`src/rtl/pll_tick_gen.sv`:
```
// pll_tick_gen: lock-qualified fractional tick generator; define PLL_TICK_COUNT_EN to build the tick counter
module pll_tick_gen #(
    parameter int          ACC_WIDTH   = 24,
    parameter int unsigned INC0        = 83469,
    parameter int unsigned INC1        = 100163,
    parameter int unsigned INC2        = 166938,
    parameter int unsigned INC3        = 333875,
    parameter int          LOCK_CYCLES = 1024,
    parameter int          SYNC_STAGES = 2
) (
    input  logic        clock_in,
    input  logic        reset,
    input  logic        locked,
    input  logic        enable,
    input  logic [1:0]  rate_sel,
    input  logic        clear_lost,
    output logic        ready,
    output logic        tick,
    output logic        lock_lost,
    output logic [15:0] tick_count
);
    typedef enum logic [1:0] {WAIT_LOCK, SETTLE, RUN, LOST} state_t;
    localparam int CW = (LOCK_CYCLES > 1) ? $clog2(LOCK_CYCLES) : 1;
    state_t                 r_state, w_next;
    logic [SYNC_STAGES-1:0] r_sync;
    logic [CW-1:0]          r_cnt;
    logic [ACC_WIDTH-1:0]   r_acc, r_inc, w_sel_inc;
    logic [ACC_WIDTH:0]     w_sum;
    logic                   r_tick, r_lost;
    logic                   w_locked_s, w_settled, w_stay_run, w_run_entry, w_advance, w_carry, w_load, w_loss;
    assign w_locked_s  = r_sync[SYNC_STAGES-1];
    assign w_settled   = r_cnt == CW'(LOCK_CYCLES - 1);
    assign w_stay_run  = (r_state == RUN) && (w_next == RUN);
    assign w_run_entry = (r_state != RUN) && (w_next == RUN);
    assign w_advance   = w_stay_run && enable;
    assign w_sum       = {1'b0, r_acc} + {1'b0, r_inc};
    assign w_carry     = w_advance && w_sum[ACC_WIDTH];
    assign w_load      = w_run_entry || !enable || w_carry;
    assign w_loss      = (r_state == RUN) && !w_locked_s;
    assign w_sel_inc   = (rate_sel == 2'd0) ? ACC_WIDTH'(INC0) :
                         (rate_sel == 2'd1) ? ACC_WIDTH'(INC1) :
                         (rate_sel == 2'd2) ? ACC_WIDTH'(INC2) : ACC_WIDTH'(INC3);
    assign ready       = r_state == RUN;
    assign tick        = r_tick;
    assign lock_lost   = r_lost;
    // shift the raw lock flag through the synchroniser chain
    always_ff @(posedge clock_in or posedge reset) begin
        if (reset) r_sync <= '0;
        else       r_sync <= {r_sync[SYNC_STAGES-2:0], locked};
    end
    // state register and settle counter (held at zero outside SETTLE)
    always_ff @(posedge clock_in or posedge reset) begin
        if (reset) begin
            r_state <= WAIT_LOCK;
            r_cnt   <= '0;
        end else begin
            r_state <= w_next;
            r_cnt   <= (r_state == SETTLE) ? r_cnt + 1'b1 : '0;
        end
    end
    // next-state: any loss of synchronised lock aborts settling or running
    always_comb begin
        w_next = r_state;
        case (r_state)
            WAIT_LOCK: w_next = w_locked_s ? SETTLE : WAIT_LOCK;
            SETTLE:    w_next = !w_locked_s ? WAIT_LOCK : (w_settled ? RUN : SETTLE);
            RUN:       w_next = w_locked_s ? RUN : LOST;
            LOST:      w_next = w_locked_s ? SETTLE : LOST;
            default:   w_next = WAIT_LOCK;
        endcase
    end
    // phase accumulator; new rates load only at a period boundary so no period is distorted
    always_ff @(posedge clock_in or posedge reset) begin
        if (reset) begin
            r_acc  <= '0;
            r_tick <= 1'b0;
            r_inc  <= ACC_WIDTH'(INC0);
        end else begin
            r_acc  <= w_advance ? w_sum[ACC_WIDTH-1:0] : (w_stay_run ? r_acc : '0);
            r_tick <= w_carry;
            if (w_load) r_inc <= w_sel_inc;
        end
    end
    // sticky loss flag; a new loss outranks a simultaneous clear
    always_ff @(posedge clock_in or posedge reset) begin
        if (reset) r_lost <= 1'b0;
        else       r_lost <= w_loss || (r_lost && !clear_lost);
    end
`ifdef PLL_TICK_COUNT_EN
    logic [15:0] r_tcnt;
    // count cycles with tick high, restarting on every entry to RUN
    always_ff @(posedge clock_in or posedge reset) begin
        if (reset) r_tcnt <= '0;
        else       r_tcnt <= w_run_entry ? 16'd0 : r_tcnt + {15'd0, r_tick};
    end
    assign tick_count = r_tcnt;
`else
    assign tick_count = 16'd0;
`endif
endmodule
```
`config.mk`:
```
export PLATFORM = sky130hd
export DESIGN_NAME = pll_tick_gen
export DESIGN_NICKNAME = d
export VERILOG_FILES = /design/src/rtl/pll_tick_gen.sv
export SDC_FILE = /design/constraint.sdc
export NUM_CORES = 1
export LEC_CHECK = 0
export CAP_MARGIN = 15
export CORE_UTILIZATION = 35
export DETAILED_ROUTE_END_ITERATION = 6
export RECOVER_POWER = 100
export SLEW_MARGIN = 10
export SYNTH_ARGS = -nofsm -noshare
export SYNTH_HDL_FRONTEND = slang
export SYNTH_SLANG_ARGS = --single-unit
```
`constraint.sdc`:
```
create_clock -name clock_in -period 2.4 [get_ports clock_in]
set_input_delay 0.36 -clock clock_in [delete_from_list [all_inputs] [get_ports clock_in]]
set_output_delay 0.36 -clock clock_in [all_outputs]
set_load 0.05 [all_outputs]
```
======== Yosys cells after proc, flatten, opt, wreduce, memory -nomap -nowiden ========
Cells that the tools add are included.
storage, ports and cells
  flip-flop bits (word level) ............. 64
  bits of input ports ..................... 7
  output and inout port bits .............. 19
  logic and storage cells ................. 44
cells by class
  $add $sub $neg .......................... 2
  eq/ne operators ......................... 9
  mux-type cells .......................... 12
  reduce and logical (&&, ||, !) cells .... 14
operators by type and width
  kind                   count
  $mux 19                3
  $mux 24                2
  $add 24x24->25         1
  $add 10x1->10 const B  1
  $eq 10x10->1 const B   1
  $mux 10                1
  $eq 2x2->1 const B     4
  $pmux 2 s4             1
  $logic_and 1x1->1      6
  $mux 2                 3
  $eq 2x1->1 const B     2
  $logic_not 2->1        2
  $logic_not 1->1        3
  $logic_or 1x1->1       3
  $mux 1                 2
  $ne 2x1->1 const B     1
  $ne 2x2->1 const B     1

======== Longest topological paths before layout ========
Gate-level depths: netlist of run 1.
  depth in word-level cells ............... 9
  mapped depth ............................ 9
  mapped depth without buffers ............ 9

======== Worst setup path after synthesis of run 1 ========
Ideal clock, no wire load.
  kind .................................... reg-to-reg
  from .................................... reg r_acc[0]
  to ...................................... reg r_acc[18]
  setup time .............................. 0.123 ns
  data arrival time ....................... 2.348 ns
  required time ........................... 2.277 ns
  slack ................................... -0.071 ns
  cell stages (with the launch flop) ...... 10
  buffers on the path ..................... 0
  period minus slack after synthesis ...... 2.471 ns
  cell sequence ........................... dfrtp_1 > ha_1 > fa_1 > a211oi_1 > o21ai_1 > a32oi_2 > nand2b_1 > a221oi_1 > xor2_1 > o21ai_1
between the ends
  cells in the longest elaborated chain, start to end .. 2
RTL lines
  what                    line  source
  from (decl)             27    logic [ACC_WIDTH-1:0] r_acc, r_inc, w_sel_inc;
  from (signal assigned)  79    r_acc <= w_advance ? w_sum[ACC_WIDTH-1:0] : (w_stay_run ? r_acc : '0);
  $add 24x24->25          36    assign w_sum = {1'b0, r_acc} + {1'b0, r_inc};
  $mux 24                 79
Every way passes these cells.
A chain may end at the register's enable or synchronous reset.

======== Worst setup path in the final report of run 1 ========
  from .................................... reg r_inc[14]
  to ...................................... reg r_inc[10]
between the ends
  cells in the longest elaborated chain, start to end .. 3
RTL lines
  what                    line  source
  from (decl)             27
  from (signal assigned)  77    r_inc <= ACC_WIDTH'(INC0);
  from (signal assigned)  81    if (w_load) r_inc <= w_sel_inc;
  $add 24x24->25          36
  $logic_and 1x1->1       37    assign w_carry = w_advance && w_sum[ACC_WIDTH];
  $logic_or 1x1->1        38    assign w_load = w_run_entry || !enable || w_carry;
Every way passes these cells.

==> impl_metrics.py, run 1 <==
metrics = {
    "outcome": {
        "status": "finished, violations left",
        "violations": "DRC",
    },
    "layout": {
        "design_area_um2": 3810,
        "area_delta_synth_final_pct": 18.4,
        "seq_area_um2": 1280,
        "fillers": 843,
        "multi_input_area_um2": 1940,
        "drive_gt1_share_pct": 22.5,
        "antennaDiodeCount": 0,
        "nNetsFinal": 395,
    },
    "timing": {
        "clock_skew_ns": 0.0104,
        "finalSetupViolations": 0,
        "finalHoldViolCount": 0,
        "fmax_mhz": 428,
        "period_needed_ns": 2.34,
        "relSlewSlack_pct": 14.3,
        "tightest_slew_ns": 1.29,
        "slew_viol_final": 0,
        "rsz0062_at_grt": "true",
        "tns_ns": 0,
        "period_share_pct": 97.3,
    },
    "clock_tree": {
        "cts-root-buf": "clkbuf_8",
        "numClockSinks": 51,
        "cts_hold_buffers": 0,
        "numCtsBuffers": 5,
        "clockBufferDepth": 2,
        "clk_pin_slew_ns": 0.10,
        "clk_latency_ns": 0.31,
        "h-tree-depth": 2,
        "cts_tree": "built",
    },
    "synth": {
        "ys_ff_latch": 51,
        "synth_async_sr_flop_share_pct": 100,
        "yosysSeqAreaShare_pct": 39.9,
        "synth_area_um2": 3210,
        "yosys.area.top_type_share_pct": 35.8,
        "ys_warn_count": 0,
        "synth_area_leaders": "dfrtp_1 (36%), ha_1 (9.3%), nor2_1 (4.8%)",
        "synth_top_flop_cell": "dfrtp_1",
        "synth_edf_count": 0,
        "syn-instance-count": 330,
        "synth_cell_type_count": 54,
        "syn_avg_cell_area_um2": 9.74,
        "yosysTopAreaCell": "dfrtp_1",
    },
    "grt": {
        "grt_use_total_pct": 14.6,
        "grt_pass1_wl_um": 11100,
        "grt_max_degree": 52,
        "grt_overflow": 0,
        "grt_pass1_vias": 2353,
        "antenna_found_initial": 0,
    },
    "critical_path": {
        "end_kind": "flop",
        "r2r_cells": 9,
        "reg2reg_slack_ns": 0.06,
        "arrival_ns": 2.58,
        "r2r-end": "r_inc[10]",
        "start_kind": "flop",
        "required_ns": 2.65,
        "rr_startpoint": "r_inc[14]",
        "critPathMaxFanout": 8,
        "critPathKind": "flop to flop",
    },
    "drt": {
        "dr.pass1.iters": 7,
        "drtAntennaViolNets": 0,
        "num_vias": 2371,
        "drc": 6,
        "drt-initial-drc-count": 116,
        "vias_per_cell": 5.02,
        "wl_um": 6640,
        "wl_per_cell_um": 14.1,
    },
    "power": {
        "ir_drop_uv": 245,
        "powerDensity_nw_per_um2": 483,
        "p_leak_nw": 1.78,
    },
    "hold_path": {
        "hold_class": "flop to flop",
        "min_path_cells": 0,
        "holdPathEnd": "r_sync[1]",
        "min_from": "r_sync[0]",
    },
    "floorplan": {
        "design.core.area_um2": 8810,
        "die_x_um": 97.8,
        "die_area_um2": 9570,
        "rows": 34,
        "ioPinCount": 26,
        "chipHeight_um": 97.8,
        "start_util_pct": 36.5,
    },
    "job": {
        "drv_cap": 0,
    },
    "placement": {
        "io_buffer_count": 9,
        "hpwl_um": 4760,
        "place_congestion": 0.893,
        "place_area_um2": 3520,
    },
}
## what timing repair did
action,4_1_cts,5_1_grt
cloned,0,0
pin swaps,4,15
gates resized for setup,4,26
setup buffers,0,5
setup endpoints to repair,7,21
## through the flow
stage | power, mW | utilization [%] | worst slack, ns | std cells | hold WS [ns]
floorplan | 1.15 | - | 0.0433 | 345 | 0.331
global placement | 1.20 | 40.0 | -0.0239 | 459 | 0.334
detailed placement | 1.21 | 40.0 | -0.0379 | 459 | 0.348
CTS | 1.85 | 41.5 | 0.00717 | 467 | 0.371
global route | 1.93 | 43.2 | -0.0695 | 472 | 0.372
finish | 1.84 | 43.2 | 0.0643 | 472 | 0.370
## metal layers
layer | wire [um] | vias up | share of wire, % | track usage [%]
met5 | 0 | - | 0 | 0
met4 | 93 | 0 | 1.4 | 5.24
met3 | 209 | 4 | 3.1 | 1.93
met2 | 3170 | 39 | 48 | 24.5
met1 | 3170 | 1143 | 48 | 19.1
li1 | - | 1185 | - | -
## flip-flops by register name, indices dropped and copies added, names as in the netlist
name,flops
r_cnt,10
r_inc,11
r_sync,2
r_acc,24
lock_lost,1
tick,1
r_state,2
## cells by family after synthesis
logic type / synth area share [%]
fa+ha+maj: 9.97
other cells: 0.117
flops: 39.9
simple gates: 16.5
buf+inv: 6.46
xor+xnor: 7.08
mux: 4.59
compound gates: 15.4
## placed cells by master, fill, tap and decap left out, drive strengths merged, types with 7 or more instances in the layout
cell type   n
nor2       41
clkbuf      7
ha         24
and3        9
inv         9
o21ai      12
a21oi      20
conb       16
dfrtp      46
a21o        8
buf        24
xnor2      10
xor2       16
nand3      10
mux2i       8
nand2      25
## worst max path at each step
stage	start	end	slack [ns]	cells past startpoint
after floorplan	r_acc[0]	r_acc[18]	0.04	9
after global placement	r_inc[16]	r_acc[22]	-0.02	10
after detailed placement	r_inc[16]	r_acc[22]	-0.04	10
after CTS	r_acc[0]	r_acc[18]	0.007	10
after global routing	r_acc[0]	r_acc[18]	-0.07	10
final	r_inc[14]	r_inc[10]	0.06	9
## power breakdown
| part | internal, mW | leakage, nW | total (mW) | switching (mW) |
|---|---|---|---|---|
| registers | 0.890 | 0.673 | 0.916 | 0.0263 |
| clock network | 0.315 | 0.0548 | 0.631 | 0.316 |
| logic | 0.113 | 1.05 | 0.290 | 0.176 |
## worst max-delay path, cell delays in order (launching register included)
cell and delay (ns):
dfstp_2 0.62, ha_4 0.23, a311o_1 0.34, a31oi_1 0.23, o22ai_2 0.13, nand2b_1 0.14, o211ai_4 0.18, buf_12 0.21
buf_6 0.11, a21oi_2 0.10
## cells in the mapped netlist, types with 3 or more instances
| library cell | instances |
|---|---|
| a211oi_1 | 6 |
| a21o_1 | 8 |
| a21oi_1 | 14 |
| a21oi_2 | 6 |
| a31oi_1 | 5 |
| and3_1 | 9 |
| buf_4 | 16 |
| clkbuf_1 | 4 |
| dfrtp_1 | 46 |
| dfstp_2 | 5 |
| ha_1 | 24 |
| inv_1 | 9 |
| mux2_2 | 6 |
| mux2i_1 | 8 |
| nand2_1 | 25 |
| nand2b_1 | 4 |
| nand3_1 | 9 |
| nor2_1 | 41 |
| nor3_1 | 3 |
| o21ai_0 | 9 |
| o21ai_1 | 3 |
| o22ai_1 | 3 |
| or2_2 | 4 |
| xnor2_1 | 10 |
| xor2_1 | 16 |
## area by class of cell
class	count	share of cell area [%]
Multi-Input combinational cell	260	50.9
Sequential cell	51	33.7
Timing Repair Buffer	35	7.86
Tap cell	108	3.55
Clock buffer	5	1.81
Clock inverter	3	1.22
Inverter	10	0.986
Note: power is estimated with default switching activity, not from simulation.
==> run 2, diff against run 1 <==
- CORE_MARGIN: not set -> 8
- GPL_TIMING_DRIVEN: not set -> 0
==> run 2 against run 1 <==
- the run ends with setup timing left
- setup slack worse by 0.12 ns
- register-to-register slack got worse by 0.12 ns
- clock-buffer cell count is 1 higher
- die area up 31%
- final area is 0.72% lower
- largest cell class unchanged
==> impl_metrics.py, run 2 (synthesis results as in run 1) <==
metrics = {
    "outcome": {
        "status": "finished, violations left",
        "violations": "setup timing",
    },
    "layout": {
        "drive_gt1_share_pct": 21.0,
        "top_register": "r_acc",
        "fin_cells": 483,
        "reg_top3": "r_acc: 24 flops, r_inc: 11 flops, r_cnt: 10 flops",
        "area_delta_synth_final_pct": 17.6,
        "largest_reg_flops": 24,
        "nNetsFinal": 403,
        "antennaDiodeCount": 0,
        "final_cell_mix": "dfrtp_1 (46), nor2_1 (40), buf_4 (25)",
        "layout_commonest_cell": "dfrtp_1",
    },
    "timing": {
        "hold_slack_ns": 0.357,
        "relSlewSlack_pct": 42.1,
        "rsz0062_at_grt": "true",
        "clock_skew_ns": 0.00871,
        "tightest_slew_ns": 0.867,
        "finalSetupViolations": 10,
        "finalHoldViolCount": 0,
        "slew_viol_final": 0,
        "setup_slack_ns": -0.0585,
        "period_share_pct": 102,
        "period_needed_ns": 2.46,
        "fmax_mhz": 407,
    },
    "placement": {
        "place_congestion": 0.872,
        "pre_cts_slack_ns": -0.313,
        "hpwl_um": 4920,
        "io_buffer_count": 9,
        "dp_cells": 466,
    },
    "floorplan": {
        "rows": 35,
        "die_area_um2": 12500,
        "die_x_um": 112,
        "chipHeight_um": 112,
        "design.core.area_um2": 9060,
        "ioPinCount": 26,
        "start_util_pct": 35.5,
    },
    "grt": {
        "grt_pass1_wl_um": 11400,
        "antenna_found_initial": 0,
        "grt_overflow": 0,
        "grt_use_total_pct": 11.1,
        "grt_pass1_vias": 2360,
        "grt_max_degree": 30,
    },
    "critical_path": {
        "r2r_cells": 9,
        "crit_path_top_delay_cell": "dfrtp_1",
        "r2r-end": "r_acc[18]",
        "reg2reg_slack_ns": -0.06,
        "crit_chain": "ha_4 > fa_2 > a211oi_4 > o21ai_2 > a32oi_4 > nand2b_1 > a221oi_2 > xor2_1 > o21ai_1",
        "slowest_delay_ns": 0.42,
        "end_kind": "flop",
        "critPathMaxFanout": 5,
        "start_kind": "flop",
        "required_ns": 2.59,
        "rr_startpoint": "r_acc[0]",
        "critPathKind": "flop to flop",
        "arrival_ns": 2.65,
    },
    "drt": {
        "drtAntennaViolNets": 0,
        "vias_per_cell": 4.91,
        "wl_um": 6680,
        "wl_per_cell_um": 13.8,
        "num_vias": 2373,
        "drc": 0,
        "dr.pass1.iters": 5,
        "drt-initial-drc-count": 67,
    },
    "hold_path": {
        "holdPathEnd": "r_sync[1]",
        "min_from": "r_sync[0]",
        "hold_class": "flop to flop",
        "min_path_cells": 0,
    },
    "clock_tree": {
        "numClockSinks": 51,
        "cts_tree": "built",
        "clockBufferDepth": 2,
        "h-tree-depth": 2,
        "cts_hold_buffers": 0,
        "clk_pin_slew_ns": 0.10,
        "cts-root-buf": "clkbuf_8",
        "clk_latency_ns": 0.30,
        "numCtsBuffers": 5,
    },
    "power": {
        "powerDensity_nw_per_um2": 488,
        "total_power_mw": 1.84,
        "p_leak_nw": 1.78,
        "ir_drop_uv": 374,
    },
    "job": {
        "drv_cap": 0,
    },
}
==> run 2: changes by cell type in the layout (fill, tap and decap cells not counted), sizes merged <==
cell,previous run,this run
inv,9,10
clkinv,2,1
clkinvlp,1,0
clkbuf,7,12
buf,24,28
==> run 2: layout make-up <==
cell class | instances | area [um2]
fillers | 885 | 5290
multi-input cells | 260 | 1860
flip-flops and latches | 51 | 1280
plain buffers | 24 | 173
repair buffers | 19 | 163
well taps | 111 | 139
clock buffers | 6 | 82.6
clock inverters | 2 | 38.8
inverters | 10 | 37.5
==> run 2: worst max-delay path by stage <==
stage | from | slack [ns] | to
after floorplan | r_acc[0] | 0.04 | r_acc[18]
after global placement | r_inc[16] | -0.29 | r_acc[22]
after detailed placement | r_acc[0] | -0.31 | r_acc[18]
after CTS | r_acc[0] | -0.04 | r_acc[18]
after global routing | r_acc[0] | -0.15 | r_acc[18]
final | r_acc[0] | -0.06 | r_acc[18]
==> run 2: what timing repair did <==
action	in CTS	in global routing
gates cloned	0	0
setup endpoints to repair	17	20
setup buffers	3	6
pin swaps	5	6
resized for setup	5	11
==> run 2: power breakdown <==
group	total, mW	leakage (nW)	switching, mW	internal [mW]
logic	0.287	1.04	0.178	0.109
registers	0.915	0.674	0.0253	0.889
clock network	0.641	0.0618	0.298	0.343
==> run 2: worst max-delay path: cells and delay by family (launching register included) <==
kind / cells / cell delay (ns)
AND/OR/NAND/NOR: 1 / 0.14
XOR/XNOR: 1 / 0.17
adder cells (fa/ha/maj): 2 / 0.55
flip-flops: 1 / 0.42
AO/OA/AOI/OAI: 5 / 1.06
==> run 2: per-layer routing <==
metal  up-vias  global-route usage, %  share of wire (%)
met5         -                      0                  0
met4         0                   2.92               0.88
met3         6                   2.16                3.9
met2        35                   18.9                 47
met1      1129                   14.0                 48
li1       1203                      -                  -
==> run 2: per-stage QoR <==
stage | area, um2 | util (%) | setup TNS (ns)
global placement | 3510 | 38.8 | -13.90
finish | 3780 | 41.7 | -0.180
detailed placement | 3530 | 39.0 | -3.21
CTS | 3710 | 40.9 | -0.0431
global route | 3780 | 41.7 | -1.82
floorplan | 3280 | - | 0
==> run 3, diff against run 2 <==
- CORE_UTILIZATION: 35 -> 53
- PLACE_DENSITY: not set -> 0.77
==> run 3 against run 2 <==
- the flow still finishes with violations (setup timing)
- via count increased by 2.7%
- combinational power about the same
- setup slack improved by 0.0081 ns
- global-route usage increased by 5.2 points
- clock power decreased by 24%
- fmax increased by 0.33%
- core utilization increased by 22 points
- sequential cell count unchanged
- critical path type unchanged
- largest cell class unchanged
==> impl_metrics.py, run 3 (synthesis results as in run 1) <==
metrics = {
    "layout": {
        "layout_commonest_cell": "dfrtp_1",
        "fin_util_pct": 63.2,
        "area_delta_synth_final_pct": 15.7,
        "nNetsFinal": 403,
        "drive_gt1_share_pct": 21.8,
        "antennaDiodeCount": 0,
        "top_register": "r_acc",
        "reg_top3": "r_acc: 24 flops, r_inc: 11 flops, r_cnt: 10 flops",
        "design_area_um2": 3720,
        "final_cell_mix": "dfrtp_1 (46), nor2_1 (39), nand2_1 (24), buf_4 (24), ha_1 (21)",
        "largest_reg_flops": 24,
    },
    "critical_path": {
        "rr_startpoint": "r_acc[0]",
        "r2r_cells": 9,
        "critPathMaxFanout": 5,
        "arrival_ns": 2.63,
        "reg2reg_slack_ns": -0.05,
        "critPathKind": "flop to flop",
        "r2r-end": "r_acc[18]",
        "start_kind": "flop",
        "end_kind": "flop",
        "required_ns": 2.58,
        "cp-startpoint": "r_acc[0]",
    },
    "drt": {
        "num_vias": 2437,
        "vias_per_cell": 5.45,
        "drt-initial-drc-count": 126,
        "drc": 0,
        "dr.pass1.iters": 4,
        "drtAntennaViolNets": 0,
        "wl_um": 6740,
        "wl_per_cell_um": 15.1,
    },
    "grt": {
        "grt_max_degree": 28,
        "grt_use_total_pct": 16.3,
        "grt_overflow": 0,
        "grt_pass1_vias": 2462,
        "antenna_found_initial": 0,
        "grt_pass1_wl_um": 11600,
    },
    "floorplan": {
        "start_util_pct": 54.6,
        "die_x_um": 93.9,
        "chipHeight_um": 93.9,
        "design.core.area_um2": 5890,
        "ioPinCount": 26,
        "die_area_um2": 8810,
        "rows": 28,
    },
    "clock_tree": {
        "clk_pin_slew_ns": 0.09,
        "h-tree-depth": 2,
        "clk_latency_ns": 0.30,
        "numClockSinks": 51,
        "numCtsBuffers": 5,
        "cts-root-buf": "clkbuf_8",
        "clockBufferDepth": 2,
        "cts_tree": "built",
    },
    "power": {
        "p_leak_nw": 1.78,
        "total_power_mw": 1.70,
        "ir_drop_uv": 268,
        "powerDensity_nw_per_um2": 456,
    },
    "placement": {
        "place_area_um2": 3490,
        "hpwl_um": 4880,
        "place_congestion": 0.909,
        "io_buffer_count": 9,
    },
    "timing": {
        "period_share_pct": 102,
        "finalSetupViolations": 7,
        "period_needed_ns": 2.45,
        "setup_slack_ns": -0.0505,
        "hold_slack_ns": 0.356,
        "rsz0062_at_grt": "true",
        "slew_viol_final": 0,
        "finalHoldViolCount": 0,
        "tightest_slew_ns": 0.911,
        "relSlewSlack_pct": 39.2,
        "fmax_mhz": 408,
        "clock_skew_ns": 0.00772,
    },
    "hold_path": {
        "min_from": "r_sync[0]",
        "holdPathEnd": "r_sync[1]",
        "hold_class": "flop to flop",
        "min_path_cells": 0,
    },
    "outcome": {
        "violations": "setup timing",
        "status": "finished, violations left",
    },
    "job": {
        "drv_cap": 0,
    },
}
## run 3: worst max-delay path by stage
stage	endpoint	slack (ns)	cells past startpoint
final	r_acc[18]	-0.05	9
after global routing	r_acc[18]	-0.21	9
after CTS	r_acc[18]	-0.01	9
after detailed placement	r_acc[22]	-0.29	9
after global placement	r_acc[22]	-0.24	9
after floorplan	r_acc[18]	0.04	9
## run 3: what timing repair did
item                       CTS  global route
gates resized for setup      5            15
pin swaps                    4             7
setup buffers                6             3
setup endpoints to repair   17            20
hold buffers                 0             0
## run 3: power breakdown
| group | total (mW) | switching, mW | internal, mW |
|---|---|---|---|
| clock network | 0.490 | 0.286 | 0.205 |
| registers | 0.916 | 0.0264 | 0.889 |
| logic | 0.290 | 0.180 | 0.110 |
## run 3: worst max-delay path, cell delays in order (launching register included)
cell and delay (ns):
dfrtp_1 0.39, ha_2 0.19, fa_2 0.37, a211oi_4 0.24, o21ai_2 0.12, a32oi_4 0.32
nand2b_1 0.15, a221oi_2 0.28, xor2_1 0.18, o21ai_1 0.08
## run 3: through the flow
stage	cells	setup TNS, ns	setup WS, ns
after floorplan	345	0	0.0433
after global placement	429	-9.44	-0.236
after detailed placement	430	-2.16	-0.289
after CTS	444	-0.0148	-0.0148
after global routing	447	-1.96	-0.211
final	447	-0.188	-0.0505
## run 3: metal layers
metal  vias up  part of all wire, %  GRT usage, %  routed length, um
met5         -                    0             0                  0
met4         0                  2.8          7.79                188
met3        14                  4.0          2.48                272
met2        52                   50          27.7               3360
met1      1171                   43          19.7               2920
li1       1200                    -             -                  -
## run 3: layout make-up
type | count | area, um2
Fill cell | 481 | 2170
Timing Repair Buffer | 19 | 159
Multi-Input combinational cell | 260 | 1890
Tap cell | 75 | 93.8
Sequential cell | 51 | 1280
Inverter | 10 | 37.5
Clock buffer | 6 | 72.6
Buffer | 24 | 170
Clock inverter | 2 | 12.5
==> patch 1 (settings of run 1) <==
Build with the macro `PLL_TICK_COUNT_EN` defined.
--- a/src/rtl/pll_tick_gen.sv
+++ b/src/rtl/pll_tick_gen.sv
@@ -1,4 +1,6 @@
 // pll_tick_gen: lock-qualified fractional tick generator; define PLL_TICK_COUNT_EN to build the tick counter
+`define PLL_TICK_COUNT_EN
+
 module pll_tick_gen #(
     parameter int          ACC_WIDTH   = 24,
     parameter int unsigned INC0        = 83469,
Behaviour: same outputs for any inputs over 10 cycles, from zero or initial values and one cycle with reset high; that may be too few to reach the edited logic, so the function may still have changed.
==> patch 1 against run 1 <==
- the flow finishes with violations (setup timing)
- final area up 30%
- area after synthesis rose by 22%
- global-route usage up 2.2 points
- routed wire length increased by 39%
- combinational power is 4% lower
- core utilization increased by 2.2 points
- synthesized cell count is 25% higher
- first-iteration DRC count rose by 90%
- sequential power is 30% higher
- total power grew 37%
- setup slack lost 0.11 ns
- sequential cell count increased by 16
- critical endpoint is now r_acc[17]
- largest cell class unchanged
==> patch 1: results (changes against run 1) <==
global routing usage on met3 4.34% (+2.4 points); placed insts 592 (+29%); largest net degree at the start of global routing 31 (-40%); top post-synthesis cells by count dfrtp_1, nor2_1, nand2_1, ha_1, nand3_1; number of H-tree levels 3 (+1); dpl ws -0.113 ns (-0.0748 ns); met1 WL 4150 um (+31%); DP HPWL 6640 um (+40%); clk_lat worst skew 0.36 ns (+0.05 ns); crit path DAT 2.72 ns (+0.14 ns); Cell Int Power 1.90 mW (+44%); failing checks setup timing; Syn Area/Cell 9.53 sq um (-2.1%); drt first pass iters 4 (-3); sequential area share after synthesis 42.8% (+2.9 points); final net count 498 (+26%); CTS buffer count 9 (+4); vias in the first global route 3,214 (+37%); Worst-path clk slew 0.08 ns (-0.02 ns); Placer Congestion 0.890 (-0.37%); layout cells sized above 1 17.9% (-4.6 points); Layout Skew 0.0110 ns (+0.000592 ns); met1 global-route usage 20.3% (+1.1 points); CTS resizes 16 (+12); number of setup violations in the final report 1 (+1); GRT Total Usage 16.8% (+2.2 points); global-route wire length before repair 15,100 um (+36%); worst reg2reg startpoint r_inc[8]; DRT Wirelength 9260 um (+39%); outcome finished, violations left; Clk power 1.04 mW (+65%); Setup WS post-layout -0.0444 ns (-0.109 ns); met2 usage 28.1% (+3.6 points); logic gate share of total power 11.1% (-4.7 points); drt wl/cell 15.2 um (+8.3%); DRT iter0 DRCs 220 (+90%); Max IR drop VDD 364 uV (+49%); Detail Route met2 WL 4480 um (+41%); syn_nets 446; LEAKAGE 2.33 nW (+31%); dpl cell area 0.00455 sq mm (+29%); Netlist cell types 48 (-11%); cells taking the most area after synthesis dfrtp_1, ha_1, nor2_1; Vias/cell 5.31 (+5.8%); Filler Cell Count 1,049 (+24%); routed length on met3 380 um (+82%)
==> patch 1: changes by cell type after synthesis, moves of 7 or more <==
cell / change
mux2i_1: +7
clkbuf_1: +8
o21ai_0: +7
dfrtp_1: +16
buf_4: -14
nand3_1: +14
==> patch 1: per-stage QoR <==
step	TNS [ns]	hold slack [ns]	total power, mW
finish	-0.0444	0.374	2.52
global route	-0.695	0.378	2.62
CTS	-0.0713	0.373	2.54
detailed placement	-1.14	0.357	1.46
global placement	-0.543	0.358	1.46
floorplan	0	0.331	1.36
==> patch 1: final cells by class <==
cell class	count	area [sq um]	share of cell area [%]
Inverter	15	56.3	1.14
Multi-Input combinational cell	313	2310	46.6
Tap cell	140	175	3.54
Clock buffer	11	141	2.86
Sequential cell	67	1690	34.1
Timing Repair Buffer	58	504	10.2
Clock inverter	4	73.8	1.49
==> patch 1: cell families (layout without fill, tap and decap cells) <==
kind of cell | after synthesis | count (layout) | synth area share [%]
compound gates | 75 | 75 | 12.3
fa+ha+maj | 27 | 27 | 8.79
mux | 21 | 21 | 5.54
flops | 67 | 67 | 42.8
simple gates | 163 | 163 | 21.2
xor+xnor | 27 | 27 | 6.02
buf+inv | 32 | 88 | 3.31
==> patch 1: worst paths after layout <==
check / endpoint / slack (ns) / depth (start not counted)
worst min register to register: r_sync[1] / 0.37 / 0
worst max-delay path: r_acc[17] / -0.04 / 8
worst max register to register: r_acc[17] / -0.04 / 8
max in group asynchronous: r_acc[13] / 0.51 / 3
worst min-delay path: r_sync[1] / 0.37 / 0
min in group asynchronous: r_sync[0] / 0.64 / 2
==> patch 1: critical path: stages (launching register included) <==
cell and delay (ns):
dfrtp_2 0.45, ha_4 0.29, nand4_2 0.13, buf_4 0.17
or3_1 0.36, o211a_4 0.16, and2_4 0.16, or4_4 0.47
a31oi_1 0.17
==> patch 2 (flow settings as in run 1) <==
Without the edit above. Encoding of `state_t`: now one-hot (4 bits for 4 states).
--- a/src/rtl/pll_tick_gen.sv
+++ b/src/rtl/pll_tick_gen.sv
@@ -19,7 +19,7 @@
     output logic        lock_lost,
     output logic [15:0] tick_count
 );
-    typedef enum logic [1:0] {WAIT_LOCK, SETTLE, RUN, LOST} state_t;
+    typedef enum logic [3:0] {WAIT_LOCK = 4'b0001, SETTLE = 4'b0010, RUN = 4'b0100, LOST = 4'b1000} state_t;
     localparam int CW = (LOCK_CYCLES > 1) ? $clog2(LOCK_CYCLES) : 1;
     state_t                 r_state, w_next;
     logic [SYNC_STAGES-1:0] r_sync;
Behaviour: same outputs for any inputs over 10 cycles, from zero or initial values and one cycle with reset high; not proved beyond that.
==> patch 2 against run 1 <==
- the run ends with setup timing left
- area after synthesis up 7.4%
- sequential share of layout area fell by 1.1 points
- final area is 7.3% higher
- critical path type unchanged
- sequential cell count rose by 2
- core utilization grew 0.15 points
- routed wire length rose by 6.9%
- setup slack worse by 0.24 ns
- largest power group unchanged
- total power grew 8.6%
==> patch 2: results (changes against run 1) <==
outcome finished, violations left; failing checks setup timing; routed length on met3 132 um (-37%); Netlist cell types 61 (+13%); Cell Int Power 1.42 mW (+7.8%); Flop+latch power 0.982 mW (+7.2%); Final Hold Slack 0.363 ns (-0.00658 ns); GRT Total Usage 15.2% (+0.63 points); Top FF cell, synth dfrtp_1; sequential area share after synthesis 38.6% (-1.3 points); largest net degree at the start of global routing 34 (-35%); drt first pass iters 4 (-3); Max IR drop VDD 212 uV (-13%); Layout Skew 0.00921 ns (-0.00118 ns); Yosys warnings 0 (unchanged); DP HPWL 5170 um (+8.5%); met2 usage 25.0% (+0.53 points); dpl ws -0.208 ns (-0.170 ns); Synth Instances 359 (+8.8%); top post-synthesis cells by count dfrtp_1, nor2_1, ha_1, nand2_1, a21oi_1; CTS resizes 11 (+7); r2r worst-path depth 11 (+2); largest stage delay on the critical path 0.56 ns (-0.06 ns); postcts setup bufs 5 (+5); LEAKAGE 1.92 nW (+8.0%); worst-path fanout max 3 (-5); DRT Wirelength 7100 um (+6.9%); Layout Cells excl Fill 527 (+12%); Setup WS post-layout -0.175 ns (-0.239 ns); CP Launch Point r_inc[16]; Detail Route met2 WL 3240 um (+2.3%); layout cells sized above 1 23.4% (+0.84 points); Hold Path Sink r_sync[1]; Filler Cell Count 902 (+7.0%); final net count 429 (+8.6%); vias in the first global route 2,582 (+9.7%); global routing usage on met3 2.35% (+0.41 points); cells taking the most area after synthesis dfrtp_1, ha_1, mux2i_1; P_sw 0.574 mW (+11%); Tightest Hold Check Type reg -> reg; global-route wire length before repair 12,300 um (+10%); hold depth 0 (unchanged); Rel. slew slack 45.4% (+31 points); met1 WL 3610 um (+14%); r2r endpoint r_acc[22]; number of setup violations in the final report 17 (+17); dpl cell area 0.00383 sq mm (+8.9%); placed insts 511 (+11%); Worst-path clk slew 0.10 ns (about the same); DRT iter0 DRCs 55 (-53%); top flop regs r_acc: 24 flops, r_inc: 11 flops, r_cnt: 10 flops; combinational power 0.349 mW (+20%); met1 global-route usage 20.7% (+1.5 points); Vias/cell 4.92 (-2.0%); Placer Congestion 0.805 (-9.9%); setup_tns -1.97 ns (-1.97 ns); number of H-tree levels 2 (unchanged); Port Buffers 9 (unchanged); uppermost routed layer met4; crit path DAT 2.82 ns (+0.24 ns)
## patch 2: cell type report
type | count | area [sq um] | share of cell area [%]
flip-flops and latches | 53 | 1330 | 32.7
clock buffers | 6 | 82.6 | 2.02
inverters | 15 | 56.3 | 1.38
multi-input cells | 277 | 2040 | 49.9
well taps | 129 | 161 | 3.95
repair buffers | 45 | 370 | 9.07
clock inverters | 2 | 41.3 | 1.01
## patch 2: cells by family after synthesis
| kind of cell | after synthesis | synth area share (%) |
|---|---|---|
| DFF | 53 | 38.6 |
| buffers and inverters | 44 | 6.81 |
| and+or+nand+nor | 116 | 16.2 |
| xor gates and xnor gates | 23 | 5.83 |
| muxes | 25 | 8.04 |
| AOI/OAI and AO/OA | 72 | 15.1 |
| adders and majority gates | 25 | 9.28 |
| other | 1 | 0.109 |
## patch 2: worst max-delay path: cells and delay by family, from the launching register on
kind / cells / cell delay (ns)
flops: 1 / 0.56
compound gates: 4 / 0.52
fa+ha+maj: 2 / 0.46
buf+inv: 2 / 0.16
simple gates: 3 / 0.80
